File: config.mk
export PLATFORM = sky130hd
export DESIGN_NAME = seq_divider
export DESIGN_NICKNAME = d
export VERILOG_FILES = /design/src/rtl/divider_pkg.sv /design/src/rtl/divider_step.sv /design/src/rtl/seq_divider.sv
export SDC_FILE = /design/constraint.sdc
export NUM_CORES = 1
export LEC_CHECK = 0
export CORE_ASPECT_RATIO = 0.6
export CORE_UTILIZATION = 40
export CTS_CLUSTER_SIZE = 14
export DETAILED_ROUTE_END_ITERATION = 8
export PLACE_DENSITY = 0.75
export SETUP_SLACK_MARGIN = 0.3
export SKIP_LAST_GASP = 1
export SYNTH_ARGS = -nofsm -noshare
export SYNTH_HDL_FRONTEND = slang
export SYNTH_SLANG_ARGS = --single-unit
File: constraint.sdc
create_clock -name clk_i -period 6.3 [get_ports clk_i]
set_input_delay 0.945 -clock clk_i [delete_from_list [all_inputs] [get_ports clk_i]]
set_output_delay 0.945 -clock clk_i [all_outputs]
set_load 0.02 [all_outputs]
File: src/rtl/divider_pkg.sv
// rtl/divider_pkg.sv - shared types for the sequential divider
package divider_pkg;

    typedef enum logic [1:0] {
        IDLE = 2'd0,
        CALC = 2'd1,
        DONE = 2'd2
    } state_t;

endpackage

File: src/rtl/divider_step.sv
// rtl/divider_step.sv - one restoring radix-2 step: shift in a dividend bit, trial-subtract, select
module divider_step #(
    parameter int WIDTH = 8
) (
    input  logic [WIDTH:0]   rem_i,
    input  logic             dividend_bit_i,
    input  logic [WIDTH-1:0] divisor_i,
    output logic [WIDTH:0]   rem_o,
    output logic             q_bit_o
);

    logic [WIDTH+1:0] shifted;
    logic [WIDTH+1:0] diff;

    // The extra top bit of diff is the borrow; no borrow means the trial fits.
    always_comb begin
        shifted = {rem_i, dividend_bit_i};
        diff    = shifted - {2'b00, divisor_i};
        q_bit_o = ~diff[WIDTH+1];
        rem_o   = q_bit_o ? diff[WIDTH:0] : shifted[WIDTH:0];
    end

endmodule

File: src/rtl/seq_divider.sv
// rtl/seq_divider.sv - sequential restoring divider, WIDTH cycles per result; DIVIDER_SIGNED_EN adds signed_i
module seq_divider
    import divider_pkg::*;
#(
    parameter int WIDTH = 8
) (
    input  logic             clk_i,
    input  logic             reset_i,
    input  logic             start_i,
    input  logic [WIDTH-1:0] dividend_i,
    input  logic [WIDTH-1:0] divisor_i,
`ifdef DIVIDER_SIGNED_EN
    input  logic             signed_i,
`endif
    output logic             busy_o,
    output logic             finish_o,
    output logic [WIDTH-1:0] quotient_o,
    output logic [WIDTH-1:0] remainder_o,
    output logic             div_zero_o
);

    localparam int CW = $clog2(WIDTH);

    state_t           state_q, state_d;
    logic [WIDTH-1:0] divisor_q;
    logic [WIDTH-1:0] quo_q;
    logic [WIDTH:0]   rem_q;
    logic [CW-1:0]    cnt_q;

    logic [WIDTH:0]   rem_next;
    logic             q_bit;
    logic [WIDTH-1:0] quo_next;
    logic [WIDTH-1:0] rem_mag;
    logic [WIDTH-1:0] dd_mag, dv_mag;
    logic [WIDTH-1:0] fin_quo, fin_rem;
    logic             accept, last_step, div_zero;

    divider_step #(.WIDTH(WIDTH)) u_step (
        .rem_i          (rem_q),
        .dividend_bit_i (quo_q[WIDTH-1]),
        .divisor_i      (divisor_q),
        .rem_o          (rem_next),
        .q_bit_o        (q_bit)
    );

    // The dividend register doubles as the quotient: bits shift out at the top, results in at the bottom.
    assign quo_next  = {quo_q[WIDTH-2:0], q_bit};
    assign rem_mag   = rem_next[WIDTH-1:0];
    assign accept    = (state_q == IDLE) && start_i;
    assign div_zero  = (divisor_i == '0);
    assign last_step = (state_q == CALC) && (cnt_q == CW'(WIDTH - 1));

`ifdef DIVIDER_SIGNED_EN
    logic dd_neg, dv_neg;
    logic quo_neg_q, rem_neg_q;

    always_comb begin
        dd_neg  = signed_i & dividend_i[WIDTH-1];
        dv_neg  = signed_i & divisor_i[WIDTH-1];
        dd_mag  = dd_neg ? -dividend_i : dividend_i;
        dv_mag  = dv_neg ? -divisor_i : divisor_i;
        fin_quo = quo_neg_q ? -quo_next : quo_next;
        fin_rem = rem_neg_q ? -rem_mag : rem_mag;
    end

    // MIN has magnitude 2^(WIDTH-1), which still fits unsigned, so MIN / -1 falls out as MIN.
    always_ff @(posedge clk_i) begin
        if (reset_i) begin
            quo_neg_q <= 1'b0;
            rem_neg_q <= 1'b0;
        end else if (accept) begin
            quo_neg_q <= dd_neg ^ dv_neg;
            rem_neg_q <= dd_neg;
        end
    end
`else
    always_comb begin
        dd_mag  = dividend_i;
        dv_mag  = divisor_i;
        fin_quo = quo_next;
        fin_rem = rem_mag;
    end
`endif

    always_comb begin
        state_d = state_q;
        case (state_q)
            IDLE: if (start_i) state_d = div_zero ? DONE : CALC;
            CALC: if (last_step) state_d = DONE;
            DONE: state_d = IDLE;
            default: state_d = IDLE;
        endcase
    end

    always_ff @(posedge clk_i) begin
        if (reset_i) begin
            state_q     <= IDLE;
            divisor_q   <= '0;
            quo_q       <= '0;
            rem_q       <= '0;
            cnt_q       <= '0;
            quotient_o  <= '0;
            remainder_o <= '0;
            div_zero_o  <= 1'b0;
        end else begin
            state_q <= state_d;
            if (accept) begin
                divisor_q <= dv_mag;
                quo_q     <= dd_mag;
                rem_q     <= '0;
                cnt_q     <= '0;
                if (div_zero) begin
                    quotient_o  <= '1;
                    remainder_o <= dividend_i;
                    div_zero_o  <= 1'b1;
                end else begin
                    div_zero_o  <= 1'b0;
                end
            end
            if (state_q == CALC) begin
                rem_q <= rem_next;
                quo_q <= quo_next;
                cnt_q <= cnt_q + CW'(1);
                if (last_step) begin
                    quotient_o  <= fin_quo;
                    remainder_o <= fin_rem;
                end
            end
        end
    end

    assign busy_o   = (state_q == CALC);
    assign finish_o = (state_q == DONE);

endmodule

Word-level counts from Yosys, hierarchy flattened
Cells that the tools add are included.
- add/sub/neg operators: 2
- equality and inequality tests: 5
- multiplexer cells: 20
- bitwise operators: 1
- reductions and logical operators: 6
- operators with widths (operator ; count):
    8-bit 2-to-1 mux ; 10
    9-bit 2-to-1 mux ; 3
    10-bit by 8-bit subtractor with 10-bit output ; 1
    8-bit logical NOT ; 1
    2-bit 2-to-1 mux ; 3
    3-bit 2-to-1 mux ; 2
    2-bit one-hot mux with 2 select lines ; 1
    3-bit by 1-bit adder with 3-bit output (second input constant) ; 1
    3-bit == test (second input constant) ; 1
    2-bit by 1-bit == test with 1-bit output (second input constant) ; 1
    2-bit == test (second input constant) ; 1
    1-bit logical AND ; 2
    2-bit logical NOT ; 1
    2-bit by 1-bit != test with 1-bit output (second input constant) ; 1
    2-bit != test (second input constant) ; 1
    2-bit AND reduction ; 1
    2-bit nonzero test ; 1
    1-bit 2-to-1 mux ; 1
    1-bit NOT ; 1
- bits in registers: 47
- input bits: 19
- output and inout port bits: 19

Longest topological paths before layout
Gate-level depths: netlist of run 1.
- depth after elaboration: 5
- mapped depth: 10

Hierarchy
From an unflattened synthesis of run 1, not the netlist that was laid out.
- cell total of the unflattened synthesis: 271
- area total of the unflattened synthesis: 2417.3 sq um
- by module, submodules not included (module ; times used ; cells an instance ; area each (sq um) ; sequential area each (sq um)):
    seq_divider ; 1 ; 199 ; 1851.8 ; 940.9
    divider_step ; 1 ; 72 ; 565.5 ; 0.0

Worst setup path before layout of run 1
No wires, ideal clock.
- kind: input -> register
- start: input divisor_i[0]
- end: register remainder_o[2]
- arrival time: 2223 ps
- data required time: 6178 ps
- slack: 3955 ps
- stages on the path: 7
- path buffers: 1
- cell sequence: nor4_1 -> nand2_1 -> nor2_2 -> buf_4 -> mux2i_1 -> a21oi_1 -> o311a_1
- word-level cells in the longest chain between the ends: 5
- RTL lines (element ; line ; source):
    start: declaration ; seq_divider.sv:11 ; input logic [WIDTH-1:0] divisor_i,
    8-bit logical NOT * ; seq_divider.sv:50 ; assign div_zero = (divisor_i == '0);
    8-bit 2-to-1 mux * ; seq_divider.sv:112 ; if (div_zero) begin
    8-bit 2-to-1 mux * ; seq_divider.sv:107 ; if (accept) begin
    8-bit 2-to-1 mux ; seq_divider.sv:124 ; if (last_step) begin
    8-bit 2-to-1 mux * ; seq_divider.sv:120 ; if (state_q == CALC) begin
    end signal: assignment ; seq_divider.sv:114 ; remainder_o <= dividend_i;
    end signal: assignment ; seq_divider.sv:126 ; remainder_o <= fin_rem;
    end: declaration ; seq_divider.sv:18 ; output logic [WIDTH-1:0] remainder_o,
Every way passes the cells marked *; elsewhere a longest branch is shown, timed or not.
A chain may end at the register's enable or synchronous reset.

Worst setup path in the final report of run 1
- start: input start_i
- end: register remainder_o[7]
- word-level cells in the longest chain between the ends: 4
- RTL lines (element ; line ; source):
    start: declaration ; seq_divider.sv:9 ; input logic start_i,
    1-bit logical AND * ; seq_divider.sv:49 ; assign accept = (state_q == IDLE) && start_i;
    8-bit 2-to-1 mux * ; seq_divider.sv:107 ;
    8-bit 2-to-1 mux ; seq_divider.sv:124 ;
    8-bit 2-to-1 mux * ; seq_divider.sv:120 ;
Marks and branches as above.

==> results of run 1 <==
==> worst register-to-register path: stages, from the launching register on <==
cell and delay [ns]:
dfxtp_1 0.34, inv_1 0.07, ha_1 0.36, o211ai_1 0.10
a21oi_1 0.36, a21boi_4 0.14, xnor2_2 0.60, mux2i_1 0.38
a211oi_1 0.13
==> worst max-delay path by stage <==
stage | startpoint | end | cells after the start
floorplan | divisor_i[0] | remainder_o[2]$_SDFF_PP0_ | 7
CTS | state_q[1]$_SDFFE_PP0P_ | busy_o | 3
finish | start_i | remainder_o[7]$_SDFF_PP0_ | 6
detailed placement | start_i | remainder_o[5]$_SDFF_PP0_ | 6
global placement | start_i | remainder_o[2]$_SDFF_PP0_ | 6
global route | start_i | remainder_o[7]$_SDFF_PP0_ | 6
==> flip-flops by register name, indices dropped and copies added, names as in the netlist <==
| signal | flops |
|---|---|
| divisor_q | 8 |
| rem_q | 9 |
| quo_q | 8 |
| div_zero_o | 1 |
| quotient_o | 8 |
| state_q | 2 |
| remainder_o | 8 |
| cnt_q | 3 |
==> cells in the mapped netlist, types with 2 or more instances <==
cell type / number / area, sq um
a21o_1: 6 / 45.0
nand2_1: 45 / 169
and3_2: 2 / 15.0
a211o_1: 2 / 17.5
o21ai_0: 7 / 35.0
mux2i_1: 14 / 140
o21a_1: 2 / 15.0
dfxtp_1: 47 / 941
nor4_1: 3 / 18.8
clkbuf_1: 7 / 26.3
or3_1: 2 / 12.5
a21oi_1: 22 / 110
ha_1: 10 / 125
and2_1: 2 / 12.5
buf_1: 3 / 11.3
inv_1: 10 / 37.5
nor3_1: 17 / 85.1
buf_2: 3 / 15.0
nand3_1: 5 / 25.0
a32o_1: 2 / 20.0
o22ai_1: 2 / 12.5
xnor2_1: 5 / 43.8
a211oi_1: 4 / 30.0
o311a_1: 2 / 20.0
a311oi_1: 7 / 61.3
nand2b_1: 5 / 31.3
nor2_1: 28 / 105
==> kinds of logic after synthesis <==
group | Yosys count | synth area share [%]
compound gates | 63 | 18.6
xor+xnor | 8 | 3.61
fa+ha+maj | 11 | 6.16
buf+inv | 26 | 4.78
flops | 47 | 39.9
mux | 14 | 5.95
simple gates | 112 | 21.0
==> layer usage <==
| metal | up-vias | track usage (%) | share of wire (%) | wire length (microns) |
|---|---|---|---|---|
| met5 | - | 0 | 0 | 0 |
| met4 | 0 | 4.97 | 1.1 | 63 |
| met3 | 7 | 4.31 | 6.9 | 387 |
| met2 | 82 | 25.8 | 39 | 2150 |
| met1 | 957 | 28.4 | 53 | 2970 |
| li1 | 1040 | - | - | - |
==> final cells by class <==
type / count / area, sq um
Inverter: 11 / 41.3
Fill cell: 536 / 2760
Multi-Input combinational cell: 208 / 1300
Tap cell: 80 / 100
Clock inverter: 1 / 30.0
Timing Repair Buffer: 38 / 378
Clock buffer: 6 / 72.6
Sequential cell: 47 / 941
==> power breakdown <==
part / switching, W / internal (W) / leakage [nW]
sequential: 0.0000241 / 0.000323 / 0.383
combinational: 0.000252 / 0.000188 / 0.662
clock: 0.0000971 / 0.000116 / 0.0513
total: 0.000373 / 0.000627 / 1.10
==> metrics by stage <==
step	utilization (%)	hold WS (ns)	cell area [sq um]
6_report	51.0	0.460	2870
3_3_place_gp	49.1	0.446	2760
3_5_place_dp	49.1	0.450	2760
5_1_grt	51.0	0.493	2870
4_1_cts	51.0	0.462	2870
2_1_floorplan	-	0.436	2360
==> impl_metrics.env, run 1 <==
export IMPL_status="complete, no violations"
export IMPL_dp_cells=384
export IMPL_wl_per_cell_microns=14.2
export IMPL_timing_final_ws_setup_ns=3.26
export IMPL_synth_seq_area_share_pct=39.9
export IMPL_fmax_ghz=0.329
export IMPL_syn_to_final_growth_pct=21.6
export IMPL_diodes=0
export IMPL_io_pins=38
export IMPL_grt_pass1_vias=1758
export IMPL_io_buffers=37
export IMPL_final_cell_mix="dfxtp_1, nand2_1, clkdlybuf4s50_1"
export IMPL_cp_slowest_cell="nor2_2"
export IMPL_hold_path_depth=2
export IMPL_max_slew_margin_pct=43.8
export IMPL_dp_hpwl_microns=4070
export IMPL_drt_drc_violations_left=0
export IMPL_drt_vias_per_instance=5.34
export IMPL_path_delay_family="simple AND/OR/NAND/NOR gates"
export IMPL_power_density_mw_per_mm2=349
export IMPL_drv_slew=0
export IMPL_reg2reg_from="divisor_q[2]$_SDFFE_PP0P_"
export IMPL_skew_ns=0.00258
export IMPL_antenna_found_initial=0
export IMPL_clock_sinks=47
export IMPL_path_buf_inv=1
export IMPL_drt_pass1_iter_count=4
export IMPL_core_area_sq_mm=0.00562
export IMPL_pre_cts_ws_ns=2.99
export IMPL_gp_congestion=0.804
export IMPL_p_total_w=0.00100
export IMPL_clk_latency_ns=0.29
export IMPL_critPathLaunchType="input pin"
export IMPL_gr_total_overflow=0
export IMPL_post_cts_resized=0
export IMPL_hold_viol=0
export IMPL_required_ns=6.51
export IMPL_hp_class="reg2reg"
export IMPL_synth_ff_latch_count=47
export IMPL_fin_cells=391
export IMPL_crit_chain="clkdlybuf4s50_1 > nand2_1 > nor2_2 > or3_1 > o41ai_1 > a211oi_1"
export IMPL_peakVddDrop_uv=127
export IMPL_ys_types=44
export IMPL_h_tree_depth=2
export IMPL_hold_path_end="divisor_q[6]$_SDFFE_PP0P_"
export IMPL_setup_tns_ns=0
export IMPL_die_w_microns=101
export IMPL_synth_flop_cell="dfxtp_1"
export IMPL_drt_total_wl_microns=5570
export IMPL_ctsHoldBuffers=0
export IMPL_start_util_pct=41.9
export IMPL_grt_max_degree=42
export IMPL_synth_fp_nets=311
export IMPL_synth_edf_count=0
export IMPL_reg2reg_slack_ns=3.68
export IMPL_reg2reg_to="remainder_o[7]$_SDFF_PP0_"
export IMPL_tritoncts="done"
export IMPL_cp_arrival_ns=3.25
export IMPL_end_kind="flop"
export IMPL_period_needed_ns=3.04
export IMPL_synth_area_per_cell_sq_um=8.38
export IMPL_crit_fanout=21
export IMPL_clock_path_buffers=2
export IMPL_drive_above_1_share_pct=4.82
export IMPL_dieArea_sq_mm=0.00621
export IMPL_grtUsageTotal_pct=18.6
export IMPL_cts_made_buffers=5
export IMPL_leakage_nw=1.10
export IMPL_drtIter0Drc=97
export IMPL_fin_nets=341
export IMPL_cts_root_buf="clkbuf_8"
export IMPL_rsz0062_at_grt="false"
export IMPL_async_flop_share_pct=0
export IMPL_syn_cell_area_sq_mm=0.00236
export IMPL_period_share_pct=48.3
export IMPL_slowest_delay_ns=0.84
export IMPL_worstHoldStart="divisor_q[6]$_SDFFE_PP0P_"
export IMPL_final_common_cell="dfxtp_1"
export IMPL_synth_warning_count=0
export IMPL_reg2regPathDepth=8
export IMPL_grt_pass1_wl_microns=8740
export IMPL_synthCells=281
export IMPL_ant_nets=0
export IMPL_setup_violations=0
export IMPL_die_y_microns=61.4
export IMPL_num_vias=2086
export IMPL_worst_setup_path_type="in2reg"
export IMPL_cts_setup_buffers=0
export IMPL_cap_violations=0
export IMPL_tightestPinTransition_ns=0.842
export IMPL_rows=21
export IMPL_clkTransAtPathRegs_ns=0.08
No activity file was read; power rests on OpenSTA's default activity.
==> run 2, diff against run 1 <==
- clock period: 6.3 -> 3 ns (I/O delays scaled with it)
==> run 2 against run 1 <==
  * Critical path depth is 3 higher
  * First-iteration DRC count up 81%
  * Register-to-register slack lost 3.2 ns
  * Global-route usage is 0.32 points higher
  * Non-clock buffer count up 5
  * Clock skew increased by 0.0046 ns
  * Power up 110%
  * Hold slack better by 0.0010 ns
  * Clock-buffer cell count unchanged
  * Sequential share of layout area fell by 0.26 points
  * Critical path type is now reg2reg
  * Largest cell class unchanged
==> impl_metrics.env, run 2 (synthesis results as in run 1) <==
export IMPL_rsz0062_at_grt="false"
export IMPL_worstHoldStart="divisor_q[3]$_SDFFE_PP0P_"
export IMPL_die_y_microns=61.4
export IMPL_largest_register_ffs=9
export IMPL_io_pins=38
export IMPL_rows=21
export IMPL_cap_violations=0
export IMPL_grtUsageTotal_pct=18.9
export IMPL_final_common_cell="dfxtp_1"
export IMPL_grt_pass1_vias=1769
export IMPL_cp_slowest_cell="xnor2_2"
export IMPL_hold_viol=0
export IMPL_drt_total_wl_microns=5730
export IMPL_fin_nets=346
export IMPL_leakage_nw=1.12
export IMPL_p_switching_w=0.000796
export IMPL_max_slew_margin_pct=50.3
export IMPL_grt_max_degree=38
export IMPL_setup_violations=0
export IMPL_h_tree_depth=2
export IMPL_critPathLaunchType="flop"
export IMPL_required_ns=3.20
export IMPL_fillCellCount=553
export IMPL_regMostFlops="rem_q"
export IMPL_drt_drc_violations_left=0
export IMPL_drt_vias_per_instance=5.31
export IMPL_reg2reg_slack_ns=0.50
export IMPL_power_density_mw_per_mm2=728
export IMPL_drt_pass1_iter_count=4
export IMPL_period_needed_ns=2.50
export IMPL_clk_latency_ns=0.30
export IMPL_clock_sinks=47
export IMPL_grt_pass1_wl_microns=8870
export IMPL_comb_power_share_pct=46.5
export IMPL_switching_share_pct=37.8
export IMPL_status="complete, no violations"
export IMPL_ctsHoldBuffers=0
export IMPL_peakVddDrop_uv=333
export IMPL_dp_hpwl_microns=4160
export IMPL_drive_above_1_share_pct=6.65
export IMPL_crit_chain="inv_1 > ha_1 > o211ai_1 > a21oi_1 > a21boi_4 > xnor2_2 > buf_4 > nand2_1 > a32o_1"
export IMPL_reg2reg_to="rem_q[2]$_SDFFE_PP0P_"
export IMPL_gp_congestion=0.893
export IMPL_cp_arrival_ns=2.70
export IMPL_slowest_delay_ns=0.53
export IMPL_reg2reg_from="divisor_q[4]$_SDFFE_PP0P_"
export IMPL_fmax_ghz=0.400
export IMPL_antenna_found_initial=0
export IMPL_core_area_sq_mm=0.00562
export IMPL_post_cts_resized=0
export IMPL_clock_path_buffers=2
export IMPL_cts_root_buf="clkbuf_8"
export IMPL_crit_fanout=9
export IMPL_tritoncts="done"
export IMPL_skew_ns=0.00717
export IMPL_clockPowerShare_pct=18.6
export IMPL_end_kind="flop"
export IMPL_num_vias=2103
export IMPL_dieArea_sq_mm=0.00621
export IMPL_timing_final_ws_setup_ns=0.500
export IMPL_period_share_pct=83.3
export IMPL_hp_class="reg2reg"
export IMPL_start_util_pct=41.9
export IMPL_wl_per_cell_microns=14.5
export IMPL_diodes=0
export IMPL_hold_path_end="divisor_q[3]$_SDFFE_PP0P_"
export IMPL_drv_slew=0
export IMPL_pre_cts_ws_ns=0.532
export IMPL_cts_setup_buffers=0
export IMPL_clkTransAtPathRegs_ns=0.09
export IMPL_hold_path_depth=2
export IMPL_reg2regPathDepth=9
export IMPL_tightestPinTransition_ns=0.745
export IMPL_gr_total_overflow=0
export IMPL_die_w_microns=101
export IMPL_drtIter0Drc=176
export IMPL_cts_made_buffers=5
export IMPL_setup_tns_ns=0
export IMPL_final_cell_mix="dfxtp_1, nand2_1, clkdlybuf4s50_1"
export IMPL_worst_setup_path_type="reg2reg"
export IMPL_syn_to_final_growth_pct=22.6
export IMPL_io_buffers=37
export IMPL_pwr_share_seq_pct=34.8
export IMPL_intPower_w=0.00131
export IMPL_ant_nets=0
==> run 2: cell count changes in the layout (fill, tap and decap cells not counted) <==
| cell | change |
|---|---|
| buf_4 | +5 |
| clkbuf_8 | +1 |
| clkbuf_1 | -1 |
| clkinv_2 | +1 |
| bufinv_16 | -1 |
==> run 2: metal layers <==
| layer | GRT usage [%] | routed length (microns) | vias to the layer above |
|---|---|---|---|
| met5 | 0 | 0 | - |
| met4 | 3.73 | 31 | 0 |
| met3 | 4.43 | 424 | 2 |
| met2 | 27.3 | 2360 | 73 |
| met1 | 28.6 | 2910 | 977 |
| li1 | - | - | 1051 |
==> run 2: metrics by stage <==
step,hold WS [ns],total power [W],cells,util (%),area (sq um)
2_1_floorplan,0.436,0.00149,281,-,2360
3_3_place_gp,0.445,0.00169,389,49.8,2800
6_report,0.461,0.00210,396,51.4,2890
3_5_place_dp,0.449,0.00170,389,49.8,2800
4_1_cts,0.461,0.00209,396,51.4,2890
5_1_grt,0.474,0.00222,396,51.4,2890
==> run 2: worst max path at each step <==
stage / start / end / slack [ns] / cells after the start
2_1_floorplan: divisor_q[7]$_SDFFE_PP0P_ / rem_q[4]$_SDFFE_PP0P_ / 0.89 / 9
3_3_place_gp: divisor_q[4]$_SDFFE_PP0P_ / rem_q[2]$_SDFFE_PP0P_ / 0.65 / 9
3_5_place_dp: divisor_q[4]$_SDFFE_PP0P_ / rem_q[2]$_SDFFE_PP0P_ / 0.53 / 9
4_1_cts: divisor_q[4]$_SDFFE_PP0P_ / rem_q[2]$_SDFFE_PP0P_ / 0.50 / 9
5_1_grt: divisor_q[4]$_SDFFE_PP0P_ / rem_q[5]$_SDFFE_PP0P_ / 0.35 / 8
6_report: divisor_q[4]$_SDFFE_PP0P_ / rem_q[2]$_SDFFE_PP0P_ / 0.50 / 9
==> run 2: worst max-delay path, delay by kind of cell (launching register included) <==
family | cells | cell delay, ns
flip-flops | 1 | 0.34
buffers and inverters | 2 | 0.29
AND/OR/NAND/NOR | 1 | 0.05
XOR/XNOR | 1 | 0.53
AO/OA/AOI/OAI | 4 | 0.84
adder cells (fa/ha/maj) | 1 | 0.35
==> run 2: power groups by stage <==
stage | registers, W | clock network [W] | logic, W
2_1_floorplan | 0.000729 | 0 | 0.000760
3_3_place_gp | 0.000744 | 0 | 0.000947
3_5_place_dp | 0.000745 | 0 | 0.000958
4_1_cts | 0.000731 | 0.000399 | 0.000964
5_1_grt | 0.000738 | 0.000422 | 0.00106
6_report | 0.000732 | 0.000392 | 0.000978
==> run 2: layout make-up <==
type	count	area (sq um)	area share, %
clock buffers	6	82.6	2.86
clock inverters	1	5.00	0.173
inverters	11	41.3	1.43
multi-input cells	208	1300	45.1
flip-flops and latches	47	941	32.6
well taps	80	100	3.47
repair buffers	43	415	14.4
==> run 3, diff against run 2 <==
- clock period: 3 -> 2.3 ns (I/O delays scaled with it)
==> run 3 against run 2 <==
  * Via count is 2.7% higher
  * Flip-flop and latch count stayed put
  * Die area stayed put
  * Global-route usage is 1.3 points higher
  * Highest routed layer unchanged
  * Maximum frequency is 16% higher
  * Cell count is 3.0% higher
  * Clock skew is 0.0015 ns higher
  * Register-to-register slack worse by 0.35 ns
  * First-iteration DRC count is 15% lower
  * Largest cell class unchanged
  * Combinational power is 97% higher
  * Sequential share of layout area is 3.0 points lower
  * Hold slack worse by 0.0046 ns
==> impl_metrics.env, run 3 (synthesis results as in run 1) <==
export IMPL_crit_fanout=5
export IMPL_wl_per_cell_microns=14.7
export IMPL_regMostFlops="rem_q"
export IMPL_largest_register_ffs=9
export IMPL_skew_ns=0.00871
export IMPL_peakVddDrop_uv=538
export IMPL_diodes=0
export IMPL_drt_vias_per_instance=5.29
export IMPL_hold_ws_ns=0.457
export IMPL_antenna_found_initial=0
export IMPL_cts_root_buf="clkbuf_8"
export IMPL_reg2reg_slack_ns=0.15
export IMPL_cap_violations=0
export IMPL_leakage_nw=1.22
export IMPL_final_cell_mix="nand2_1, dfxtp_1, clkdlybuf4s50_1"
export IMPL_grt_pass1_wl_microns=9270
export IMPL_drt_drc_violations_left=0
export IMPL_dp_hpwl_microns=4400
export IMPL_period_share_pct=93.4
export IMPL_rsz0062_at_grt="true"
export IMPL_reg2reg_to="rem_q[5]$_SDFFE_PP0P_"
export IMPL_dieArea_sq_mm=0.00621
export IMPL_drtIter0Drc=150
export IMPL_h_tree_depth=2
export IMPL_die_w_microns=101
export IMPL_final_common_cell="nand2_1"
export IMPL_num_vias=2160
export IMPL_fmax_ghz=0.466
export IMPL_hold_viol=0
export IMPL_reg2reg_from="divisor_q[7]$_SDFFE_PP0P_"
export IMPL_period_needed_ns=2.15
export IMPL_pre_cts_ws_ns=0.0974
export IMPL_end_kind="flop"
export IMPL_io_pins=38
export IMPL_drv_slew=0
export IMPL_hold_path_depth=2
export IMPL_critPathLaunchType="flop"
export IMPL_tritoncts="done"
export IMPL_rows=21
export IMPL_setup_tns_ns=0
export IMPL_core_area_sq_mm=0.00562
export IMPL_ant_nets=0
export IMPL_clk_latency_ns=0.30
export IMPL_syn_to_final_growth_pct=36.5
export IMPL_grtUsageTotal_pct=20.2
export IMPL_required_ns=2.48
export IMPL_power_density_mw_per_mm2=1130
export IMPL_die_y_microns=61.4
export IMPL_status="complete, no violations"
export IMPL_setup_violations=0
export IMPL_cp_arrival_ns=2.33
export IMPL_cts_made_buffers=5
export IMPL_hp_class="reg2reg"
export IMPL_timing_final_ws_setup_ns=0.153
export IMPL_fin_nets=357
export IMPL_clock_path_buffers=2
export IMPL_drive_above_1_share_pct=18.3
export IMPL_io_buffers=37
export IMPL_gr_total_overflow=0
export IMPL_hold_path_end="divisor_q[2]$_SDFFE_PP0P_"
export IMPL_grt_max_degree=29
export IMPL_worstHoldStart="divisor_q[2]$_SDFFE_PP0P_"
export IMPL_worst_setup_path_type="reg2reg"
export IMPL_tightestPinTransition_ns=0.702
export IMPL_clkTransAtPathRegs_ns=0.08
export IMPL_reg2regPathDepth=9
export IMPL_grt_pass1_vias=1819
export IMPL_drt_pass1_iter_count=4
export IMPL_drt_total_wl_microns=5990
export IMPL_max_slew_margin_pct=53.0
export IMPL_clock_sinks=47
export IMPL_start_util_pct=41.9
export IMPL_gp_congestion=0.863
==> run 3: cell types whose count changed in the layout (fill, tap and decap cells not counted), sizes merged <==
cell,before,now
clkinv,1,0
clkdlybuf4s50,37,36
dlymetal6s2s,0,1
bufinv,0,2
buf,6,17
==> run 3: metrics by stage <==
step,std cells,area (sq um),util (%),total power [W]
5_1_grt,408,3220,57.2,0.00381
3_3_place_gp,396,2920,51.9,0.00232
2_1_floorplan,281,2410,-,0.00199
6_report,408,3220,57.2,0.00362
4_1_cts,407,3130,55.6,0.00328
3_5_place_dp,396,2920,51.9,0.00235
==> run 3: area by class of cell <==
cell class                 count  area [sq um]
clock buffer                   6          72.6
clock inverter                 2          60.1
fill                         524          2410
inverter                      11          41.3
multi-input combinational    208          1470
sequential                    47           951
tap                           80           100
timing repair buffer          54           524
==> run 3: per-layer routing <==
| layer | wire length [microns] | up-vias | global-route usage, % |
|---|---|---|---|
| li1 | - | 1072 | - |
| met1 | 3140 | 1017 | 30.3 |
| met2 | 2450 | 66 | 29.1 |
| met3 | 359 | 5 | 4.31 |
| met4 | 35 | 0 | 5.38 |
| met5 | 0 | - | 0 |
==> run 3: report_power, final <==
part           switching (W)  leakage [nW]  internal [W]  total (W)
sequential         0.0000966         0.386      0.000889   0.000985
clock               0.000279        0.0654      0.000434   0.000713
combinational       0.000901         0.767       0.00102    0.00193
total                0.00128          1.22       0.00235    0.00362
==> run 3: repair_timing <==
item	in CTS	in global routing
setup endpoints to repair	17	20
setup buffers	3	1
endpoints found under the hold margin	0	0
hold buffers	0	0
pin swaps	12	9
resized for setup	21	14
==> run 3: critical path: stages, from the launching register on <==
cell and delay [ns]:
dfxtp_2 0.34, inv_2 0.05, ha_4 0.25, a211o_1 0.27
a211oi_2 0.15, a21boi_4 0.29, xnor2_4 0.17, buf_6 0.18
mux2i_2 0.24, o21ai_1 0.09
==> run 3: how the worst max path moves through the flow <==
stage                                end                 startpoint  slack (ns)
2_1_floorplan      rem_q[4]$_SDFFE_PP0P_  divisor_q[7]$_SDFFE_PP0P_        0.30
3_3_place_gp   remainder_o[2]$_SDFF_PP0_               divisor_i[4]         0.1
3_5_place_dp   remainder_o[0]$_SDFF_PP0_               divisor_i[4]         0.1
4_1_cts            rem_q[4]$_SDFFE_PP0P_  divisor_q[7]$_SDFFE_PP0P_        0.22
5_1_grt        remainder_o[5]$_SDFF_PP0_  divisor_q[7]$_SDFFE_PP0P_        0.04
6_report           rem_q[5]$_SDFFE_PP0P_  divisor_q[7]$_SDFFE_PP0P_        0.15
